### config.mk
export PLATFORM = sky130hd
export DESIGN_NAME = pipe_hazard_ctrl
export DESIGN_NICKNAME = d
export VERILOG_FILES = /design/src/rtl/pipe_hazard_ctrl.sv
export SDC_FILE = /design/constraint.sdc
export NUM_CORES = 1
export LEC_CHECK = 0
export CAP_MARGIN = 20
export CORE_ASPECT_RATIO = 1.2
export CORE_UTILIZATION = 46
export CTS_CLUSTER_DIAMETER = 150
export DETAILED_ROUTE_END_ITERATION = 12
export HOLD_SLACK_MARGIN = 0.15
export PLACE_DENSITY = 0.84
export SYNTH_ARGS = -nofsm -noshare
export SYNTH_HDL_FRONTEND = slang
export SYNTH_SLANG_ARGS = --single-unit
### constraint.sdc
create_clock -name clk -period 4.7 [get_ports clk]
set_clock_uncertainty 0.05 [all_clocks]
set_input_delay 1.41 -clock clk [delete_from_list [all_inputs] [get_ports clk]]
set_output_delay 1.41 -clock clk [all_outputs]
set_load 0.005 [all_outputs]
### src/rtl/pipe_hazard_ctrl.sv
// pipe_hazard_ctrl: stall/flush controller for a 5-stage pipeline.
// Resolves memory wait, taken branch and load-use hazards with fixed priority.
module pipe_hazard_ctrl #(
    parameter int REG_W   = 5,
    parameter int MEM_LAT = 3,
    parameter int CNT_W   = 16
) (
    input  logic             clk,
    input  logic             rst,
    input  logic [REG_W-1:0] id_rs,
    input  logic [REG_W-1:0] id_rt,
    input  logic             id_uses_rs,
    input  logic             id_uses_rt,
    input  logic [REG_W-1:0] ex_rd,
    input  logic             ex_mem_read,
    input  logic             ex_reg_write,
    input  logic             ex_branch_taken,
    input  logic             mem_req,
    output logic             pc_we,
    output logic             if_id_we,
    output logic             id_ex_we,
    output logic             ex_mem_we,
    output logic             mem_wb_we,
    output logic             if_id_flush,
    output logic             id_ex_flush,
    output logic             mem_wb_flush,
    output logic             mem_busy,
    output logic [CNT_W-1:0] stall_cycles
);

    // The wait counter only has to hold MEM_LAT-2; keep it at least one bit wide.
    localparam int                WAIT_W      = (MEM_LAT > 2) ? $clog2(MEM_LAT - 1) : 1;
    localparam int                WAIT_LOAD_I = (MEM_LAT > 2) ? (MEM_LAT - 2) : 0;
    localparam logic [WAIT_W-1:0] WAIT_LOAD   = WAIT_W'(WAIT_LOAD_I);
    localparam logic              MULTI_CYCLE = (MEM_LAT >= 2) ? 1'b1 : 1'b0;

    typedef enum logic {
        ST_RUN  = 1'b0,
        ST_WAIT = 1'b1
    } state_e;

    logic              act_q;
    logic              act_d;
    state_e            state_q;
    state_e            state_d;
    logic [WAIT_W-1:0] cnt_q;
    logic [WAIT_W-1:0] cnt_d;
    logic [CNT_W-1:0]  stall_cnt_q;
    logic [CNT_W-1:0]  stall_cnt_d;
    logic              mem_stall_s;
    logic              load_use_s;

    // Memory-wait sequencing: stall decision and next FSM state / wait count.
    always_comb begin
        state_d     = state_q;
        cnt_d       = cnt_q;
        mem_stall_s = 1'b0;
        case (state_q)
            ST_RUN: begin
                mem_stall_s = mem_req & MULTI_CYCLE;
                if (act_q && mem_stall_s) begin
                    state_d = ST_WAIT;
                    cnt_d   = WAIT_LOAD;
                end else begin
                    state_d = ST_RUN;
                end
            end
            ST_WAIT: begin
                mem_stall_s = (cnt_q != {WAIT_W{1'b0}});
                if (mem_stall_s) begin
                    cnt_d = cnt_q - WAIT_W'(1);
                end else begin
                    state_d = ST_RUN;
                end
            end
            default: begin
                state_d = ST_RUN;
                cnt_d   = {WAIT_W{1'b0}};
            end
        endcase
    end

    // Load-use hazard between the load in EX and the consumer in ID.
    always_comb begin
        load_use_s = ex_mem_read & ex_reg_write & (ex_rd != {REG_W{1'b0}}) &
                     ((id_uses_rs & (id_rs == ex_rd)) | (id_uses_rt & (id_rt == ex_rd)));
    end

    // Prioritised enable/flush generation; everything is quiet until active.
    always_comb begin
        pc_we        = 1'b0;
        if_id_we     = 1'b0;
        id_ex_we     = 1'b0;
        ex_mem_we    = 1'b0;
        mem_wb_we    = 1'b0;
        if_id_flush  = 1'b0;
        id_ex_flush  = 1'b0;
        mem_wb_flush = 1'b0;
        mem_busy     = 1'b0;
        if (!act_q) begin
            mem_busy = 1'b0;
        end else if (mem_stall_s) begin
            // EX is frozen, so a pending branch is replayed on the release cycle.
            mem_wb_we    = 1'b1;
            mem_wb_flush = 1'b1;
            mem_busy     = 1'b1;
        end else if (ex_branch_taken) begin
            pc_we       = 1'b1;
            if_id_we    = 1'b1;
            id_ex_we    = 1'b1;
            ex_mem_we   = 1'b1;
            mem_wb_we   = 1'b1;
            if_id_flush = 1'b1;
            id_ex_flush = 1'b1;
        end else if (load_use_s) begin
            id_ex_we    = 1'b1;
            id_ex_flush = 1'b1;
            ex_mem_we   = 1'b1;
            mem_wb_we   = 1'b1;
        end else begin
            pc_we     = 1'b1;
            if_id_we  = 1'b1;
            id_ex_we  = 1'b1;
            ex_mem_we = 1'b1;
            mem_wb_we = 1'b1;
        end
    end

    // Activation flag and saturating stall counter next-state.
    always_comb begin
        act_d       = 1'b1;
        stall_cnt_d = stall_cnt_q;
        if (act_q && !pc_we && !(&stall_cnt_q)) begin
            stall_cnt_d = stall_cnt_q + CNT_W'(1);
        end else begin
            stall_cnt_d = stall_cnt_q;
        end
    end

    // State registers with asynchronous active-low reset.
    always_ff @(posedge clk or negedge rst) begin
        if (!rst) begin
            act_q       <= 1'b0;
            state_q     <= ST_RUN;
            cnt_q       <= {WAIT_W{1'b0}};
            stall_cnt_q <= {CNT_W{1'b0}};
        end else begin
            act_q       <= act_d;
            state_q     <= state_d;
            cnt_q       <= cnt_d;
            stall_cnt_q <= stall_cnt_d;
        end
    end

    assign stall_cycles = stall_cnt_q;

endmodule

### Word level (Yosys, flattened, before mapping)

Cells that the tools add are included.

| storage, ports and cells | value |
|---|---|
| flip-flop bits (word level) | 19 |
| latch bits | 0 |
| memory bits (writable) | 0 |
| memory bits (read-only) | 0 |
| input port bits | 23 |
| output and inout port bits | 25 |
| word-level logic and storage cells | 46 |
| memories | 0 |

| operators by class | value |
|---|---|
| add/subtract/negate cells | 2 |
| multipliers | 0 |
| divide/modulo/power cells | 0 |
| $lt $le $gt $ge | 0 |
| equal/unequal tests | 3 |
| shift operators | 0 |
| muxes and demuxes | 23 |
| bitwise logic cells | 7 |
| reductions and logical operators | 7 |

Operators with widths:

| kind | number |
|---|---|
| two-way mux 1 bit | 20 |
| adder 16 x 1 -> 16 bit, second input constant | 1 |
| AND reduction 16 bit | 1 |
| equality test 5 bit | 2 |
| one-hot mux 1 bit (2 select lines) | 3 |
| bitwise AND 1 bit | 5 |
| nonzero test 5 bit | 1 |
| logical AND 1 bit | 3 |
| logical NOT 1 bit | 2 |
| != test 2 bit, second input constant | 1 |
| inverter 1 bit | 1 |
| bitwise OR 1 bit | 1 |
| subtractor 1 bit, second input constant | 1 |

### Depth between registers and ports, before layout

Gate-level depths: netlist (run 1).

| depth | value |
|---|---|
| depth in word-level cells | 11 |
| depth in mapped cells | 8 |
| depth with buffers taken out | 6 |

### Least setup slack after synthesis (run 1)

No wires, ideal clock.

| timing path | value |
|---|---|
| path type | in2out |
| start | input ex_rd[0] |
| end | output pc_we |
| arrival | 2425 ps |
| required time | 3240 ps |
| path slack | 815 ps |
| cell stages on the path | 5 |
| path buffers | 1 |
| cells stage by stage | or3_1 -> o311a_4 -> nand2_1 -> o21a_1 -> buf_4 |

| between the ends | value |
|---|---|
| cells in the longest elaborated chain, start to end | 8 |
| elaborated cells on any way between the ends | 12 |
| those cells by class | 2 x eq/ne; 4 x mux; 5 x bitwise; 1 x reduce/logical |

RTL lines:

| element | line | RTL |
|---|---|---|
| from (decl) | 14 | `input logic [REG_W-1:0] ex_rd,` |
| equality test 5 bit | 86 | `((id_uses_rs & (id_rs == ex_rd)) \| (id_uses_rt & (id_rt == ex_rd)));` |
| bitwise AND 1 bit | 86 |  |
| bitwise OR 1 bit | 86 |  |
| bitwise AND 1 bit * | 85 | `load_use_s = ex_mem_read & ex_reg_write & (ex_rd != {REG_W{1'b0}}) &` |
| two-way mux 1 bit * (4 in a row) | n/a |  |
| to (decl) | 19 | `output logic pc_we,` |

Mark *: on every way between the ends. The rest lies on a longest branch, timed or not.

### Worst setup path in the final report (run 1)

| timing path | value |
|---|---|
| start | input ex_rd[0] |
| end | output if_id_we |

| between the ends | value |
|---|---|
| cells in the longest elaborated chain, start to end | 8 |
| elaborated cells on any way between the ends | 12 |
| those cells by class | 2 x eq/ne; 4 x mux; 5 x bitwise; 1 x reduce/logical |

RTL lines:

| element | line | RTL |
|---|---|---|
| equality test 5 bit | 86 |  |
| bitwise AND 1 bit | 86 |  |
| bitwise OR 1 bit | 86 |  |
| bitwise AND 1 bit * | 85 |  |
| two-way mux 1 bit * | 115 | `end else if (load_use_s) begin` |
| two-way mux 1 bit * | 107 | `end else if (ex_branch_taken) begin` |
| two-way mux 1 bit * | 102 | `end else if (mem_stall_s) begin` |
| two-way mux 1 bit * | 100 | `if (!act_q) begin` |
| to (decl) | 20 | `output logic if_id_we,` |

Marks and branches as above.

==> results_dict.tcl, run 1 <==
set metrics [dict create \
    ff_latch_area_um2 475.5 \
    finalSetupViolCount 0 \
    multi_input_area_um2 668.1 \
    grt_max_degree 20 \
    diodes 0 \
    switching_share 0.3213 \
    hold_depth 1 \
    synth-edff-count 0 \
    synth.net_count 130 \
    ys_ff_latch 19 \
    min_from "state_q" \
    routed-via-count 972 \
    hold_buffers 0 \
    die_area_um2 2809 \
    p_per_area_nw_per_um2 290.4 \
    internal-power_mw 0.3359 \
    netlist_area_um2 1196 \
    synth_cell_type_count 34 \
    grt_pass1_vias 1010 \
    grt_pass1_wl_um 4471 \
    cts_tree "yes" \
    path_clk_slew_ns 0.10 \
    ios 48 \
    r2r_end "stall_cycles[1]" \
    min_path_type "flop to flop" \
    cap_violations 0 \
    place_congestion 0.6630 \
    ant_nets 0 \
    die_x_um 48.55 \
    rsz0062_at_grt "no" \
    wl_um 2780 \
    p_sw_mw 0.1590 \
    power_leakage_nw 0.7710 \
    port_buffers 47 \
    nets 179 \
    ir_drop_uv 307.6 \
    fin_crit_ns 4.595 \
    numCtsBuffers 3 \
    cts-root-buf "clkbuf_4" \
    fp.dieH_um 57.86 \
    start_util 0.5032 \
    clk_latency_ns 0.31 \
    clkSinkCount 19 \
    ys_seq_area_frac 0.3975 \
    setup.reg_to_reg.worst_slack_ns 2.34 \
    dp_hpwl_um 2018 \
    critPathMaxFanout 2 \
    htreeDepth 1 \
    antenna_found_initial 0 \
    timing.final.crit_share 0.9776 \
    timing.slew.headroom 0.4331 \
    finish.utilization 0.7168 \
    cts.path.max_buffers 2 \
    syn_avg_cell_area_um2 11.28 \
    avgViaCountPerCell 5.254 \
    hold_viol 0 \
    worstMarginPinSlew_ns 0.8477 \
    yosys_most_used_dff "dfrtp_1" \
    worst_slack_ns 0.1052 \
    reg2reg_depth 6 \
    synthCells 106 \
    num_rows 19 \
    drcViolationCount 0 \
    timing.fmax_mhz 217.6 \
    finalSetupTns_ns 0 \
    synth_warnings 0 \
    async_flop_share 1.000 \
    pre_cts_slack_ns -0.1091 \
    status "finished clean" \
    area_delta_synth_final_pct 42.47 \
    grtUsageTotal 0.2074 \
    num-fill-cells 178 \
    arrival_ns 3.13 \
    drt_first_pass_iters 4 \
    wl_per_cell_um 15.03 \
    start_kind "input port" \
    drtIter0Drc 6 \
    cp_data_required_time_ns 3.24 \
    share_seq_of_total_power 0.462 \
    holdPathEnd "cnt_q" \
    end_kind "primary output" \
    r2r-start "stall_cycles[4]" \
    combPwrFrac 0.365 \
    finalMaxSlewViolations 0 \
    worstSetupPathType "input port to primary output" \
    drive_gt1_frac 0.1623 \
    grt_overflow 0 \
    core_area_um2 2377 \
    clkPwrFrac 0.173 \
]
==> synthesized netlist by cell type (2+ instances only) <==
library cell / n / share of area
nand3_1: 6 / 0.025
nor4_2: 2 / 0.021
nor3_2: 6 / 0.050
nor3b_2: 2 / 0.021
dfrtp_1: 19 / 0.40
and3_1: 5 / 0.026
xnor2_1: 10 / 0.073
nand4_1: 5 / 0.026
nor4b_1: 3 / 0.022
nand2_1: 6 / 0.019
buf_4: 4 / 0.025
or3_1: 2 / 0.010
xor2_1: 15 / 0.11
==> state kept, by name (all words and copies together), names as in the netlist <==
name,flops
stall_cycles,16
state_q,1
cnt_q,1
act_q,1
==> stage by stage <==
stage | cells | total power [mW] | hold slack [ns] | cell area, um^2
detailed placement | 180 | 0.4132 | 0.4360 | 1672
floorplan | 106 | 0.3116 | 0.4106 | 1196
global placement | 180 | 0.4047 | 0.4254 | 1672
finish | 185 | 0.4949 | 0.4545 | 1704
global route | 185 | 0.5223 | 0.4740 | 1704
CTS | 185 | 0.4983 | 0.4527 | 1702
==> cells by family (layout without fill, tap and decap cells) <==
kind of cell               count (synthesis)  after routing  synth area share
DFF                                       19             19            0.3975
adders and majority gates                  1              1           0.01046
muxes                                      2              2           0.02092
xor gates and xnor gates                  25             25            0.1831
and+or+nand+nor                           44             44            0.2688
other                                      1              1          0.003135
buffers and inverters                      7             55           0.04392
AOI/OAI and AO/OA                          7              7           0.07217
==> worst max path at each step <==
| stage | start | endpoint | slack [ns] | cells after the start |
|---|---|---|---|---|
| finish | ex_rd[0] | if_id_we | 0.11 | 7 |
| CTS | ex_rd[0] | id_ex_flush | 0.04 | 8 |
| global route | ex_rd[0] | if_id_we | 0.04 | 7 |
| floorplan | ex_rd[0] | pc_we | 0.82 | 5 |
| detailed placement | ex_rd[1] | if_id_we | -0.11 | 6 |
| global placement | ex_rd[1] | if_id_we | -0.05 | 6 |
==> placed cells by master (no fill, tap or decap) <==
cell,n
a21boi_1,1
a21oi_1,1
a41oi_4,1
and2_1,1
and2b_2,1
and3_1,5
buf_4,3
clkbuf_4,3
clkdlybuf4s50_1,40
clkinvlp_4,1
conb_1,1
dfrtp_1,19
dlygate4sd2_1,6
dlymetal6s2s_1,1
ha_1,1
inv_1,1
mux2_4,1
mux2i_1,1
nand2_1,6
nand3_1,6
nand3_2,1
nand4_1,5
nor2_1,1
nor2_2,1
nor3_2,6
nor3_4,1
nor3b_2,2
nor4_1,1
nor4_2,2
nor4b_1,3
o21a_1,1
o21ai_0,1
o22ai_2,1
o311a_4,1
or3_1,2
xnor2_1,10
xor2_1,15
==> power groups by stage <==
stage / sequential (mW) / combinational (mW) / clock, mW
3_3_place_gp: 0.229 / 0.176 / 0
5_1_grt: 0.234 / 0.194 / 0.0939
6_report: 0.229 / 0.181 / 0.0856
4_1_cts: 0.229 / 0.182 / 0.0869
2_1_floorplan: 0.227 / 0.0847 / 0
3_5_place_dp: 0.231 / 0.182 / 0
==> final cells by class <==
class / count / share of cell area
inverter: 1 / 0.002203
clock buffer: 3 / 0.01322
clock inverter: 1 / 0.004405
timing repair buffer: 50 / 0.2863
multi-input combinational: 80 / 0.3921
tap: 31 / 0.02276
sequential: 19 / 0.2790
==> metal layers <==
| layer | vias up | GRT usage | wire, um |
|---|---|---|---|
| met5 | - | 0 | 0 |
| met4 | 0 | 0.07563 | 39 |
| met3 | 5 | 0.04462 | 164 |
| met2 | 33 | 0.3783 | 1416 |
| met1 | 464 | 0.2403 | 1159 |
| li1 | 470 | - | - |
==> worst max-delay path: stages <==
cell and delay (ns):
clkdlybuf4s50_1 0.42, or3_1 0.38, o311a_4 0.33, nand2_1 0.09, o21a_1 0.15, buf_4 0.11
dlygate4sd2_1 0.24
==> timing repair <==
| item | 4_1_cts | 5_1_grt |
|---|---|---|
| pin swaps | 2 | 0 |
| endpoints found under the setup margin | 3 | 1 |
| gates resized for setup | 7 | 1 |
| setup buffers | 1 | 0 |
| gates cloned | 0 | 0 |
(Power assumes the default switching activity.)
==> run 2: changes to the inputs <==
SLEW_MARGIN = 20   (was not set)
==> results of run 2 <==
The final DEF is identical to that of run 1; final timing and power are the same.
==> run 3: changes to the inputs <==
SKIP_LAST_GASP = 1   (was not set)
==> results_dict.tcl, run 3 (synthesis results as in run 1) <==
set metrics [dict create \
    worstSetupPathType "input port to primary output" \
    power_leakage_nw 0.7788 \
    final_area_um2 1708 \
    fin_crit_ns 4.595 \
    crit_path_max_incr_delay_ns 0.42 \
    fp.dieH_um 57.86 \
    drt_first_pass_iters 4 \
    wl_per_cell_um 15.03 \
    path_clk_slew_ns 0.10 \
    die_x_um 48.55 \
    dp_hpwl_um 2018 \
    dpl_cell_area_um2 1672 \
    worst_slack_ns 0.1052 \
    grt_overflow 0 \
    finalMaxSlewViolations 0 \
    drive_gt1_frac 0.1623 \
    num_rows 19 \
    cts.path.max_buffers 2 \
    final_common_cell "clkdlybuf4s50_1" \
    routed-via-count 972 \
    grt_pass1_wl_um 4471 \
    p_per_area_nw_per_um2 289.9 \
    arrival_ns 3.13 \
    layout_common_cells "40 x clkdlybuf4s50_1, 19 x dfrtp_1, 15 x xor2_1" \
    ios 48 \
    grt_util_met2 0.3783 \
    finalSetupViolCount 0 \
    avgViaCountPerCell 5.254 \
    timing.fmax_mhz 217.6 \
    core_area_um2 2377 \
    clkSinkCount 19 \
    start_kind "input port" \
    nets 179 \
    cts_tree "yes" \
    end_kind "primary output" \
    worstMarginPinSlew_ns 0.8477 \
    grtUsageTotal 0.2074 \
    wl_um 2780 \
    use_met1 0.2403 \
    diodes 0 \
    rsz0062_at_grt "no" \
    status "finished clean" \
    ant_nets 0 \
    cpMaxStageDelayCell "clkdlybuf4s50_1" \
    hold_viol 0 \
    grt_max_degree 20 \
    htreeDepth 1 \
    clk_latency_ns 0.31 \
    critPathMaxFanout 2 \
    numCtsBuffers 3 \
    grt_busiest_layer "met2" \
    cts-root-buf "clkbuf_4" \
    die_area_um2 2809 \
    place_congestion 0.6630 \
    start_util 0.5032 \
    drtIter0Drc 6 \
    timing.final.crit_share 0.9776 \
    largest_reg_flops 16 \
    crit_chain "clkdlybuf4s50_1 -> or3_1 -> o311a_4 -> nand2_1 -> o21a_1 -> buf_4 -> dlygate4sd2_1" \
    pre_cts_slack_ns -0.1091 \
    timing.slew.headroom 0.4331 \
    grt_pass1_vias 1010 \
    min_path_type "flop to flop" \
    cp_data_required_time_ns 3.24 \
    area_delta_synth_final_pct 42.78 \
    cap_violations 0 \
    drcViolationCount 0 \
    antenna_found_initial 0 \
    grt_use_met3 0.04462 \
    port_buffers 47 \
    num-fill-cells 176 \
    ir_drop_uv 307.6 \
]
## run 3: cell count changes in the layout (fill, tap and decap cells not counted), sizes merged
cell / previous run / this run
dlygate4sd2: 6 / 5
dlymetal6s2s: 1 / 2
## run 3: worst max-delay path, delay by kind of cell
kind	cells	cell delay (ns)
AOI/OAI and AO/OA	2	0.48
buffers and inverters	3	0.77
and+or+nand+nor	2	0.47
## run 3: area by class of cell
class | count | area (um^2) | share of cell area
Multi-Input combinational cell | 80 | 668.1 | 0.3912
Timing Repair Buffer | 50 | 491.7 | 0.2879
Inverter | 1 | 3.754 | 0.002198
Clock inverter | 1 | 7.507 | 0.004396
Tap cell | 31 | 38.79 | 0.02271
Clock buffer | 3 | 22.52 | 0.01319
Sequential cell | 19 | 475.5 | 0.2784
## run 3: what timing repair did
action                                 4_1_cts  5_1_grt
buffers inserted                             1        0
resized for setup                            5        3
hold buffers                                 0        0
setup endpoints to repair                    3        2
pin swaps                                    2        0
endpoints found under the hold margin        0        0
## run 3: routing by layer
metal,part of all wire,vias up
met5,0,-
met4,0.014,0
met3,0.059,5
met2,0.51,33
met1,0.42,464
li1,-,470
## run 3: path summary, 6_finish.rpt
kind / from / endpoint / cells after the start / slack [ns]
worst max-delay path: ex_rd[0] / if_id_we / 7 / 0.11
worst min-delay path: state_q / cnt_q / 1 / 0.45
worst max register to register: stall_cycles[4] / stall_cycles[1] / 6 / 2.34
worst min register to register: state_q / cnt_q / 1 / 0.45
max in group asynchronous: rst / cnt_q / 1 / 2.55
min in group asynchronous: rst / stall_cycles[1] / 1 / 1.52
## run 3: power by group
part	total [mW]	internal (mW)	switching, mW
clock	0.0856	0.0325	0.0531
sequential	0.229	0.192	0.0368
combinational	0.181	0.112	0.0691
total	0.495	0.336	0.159
## run 3: per-stage QoR
stage	cells	util	hold WS [ns]	TNS (ns)	power, mW
final	185	0.7184	0.4545	0	0.4951
after global routing	185	0.7184	0.4740	0	0.5224
after CTS	185	0.7163	0.4527	-0.08668	0.4985
after detailed placement	180	0.7032	0.4360	-0.2974	0.4132
after global placement	180	0.7032	0.4254	-0.1157	0.4047
after floorplan	106	-	0.4106	0	0.3116
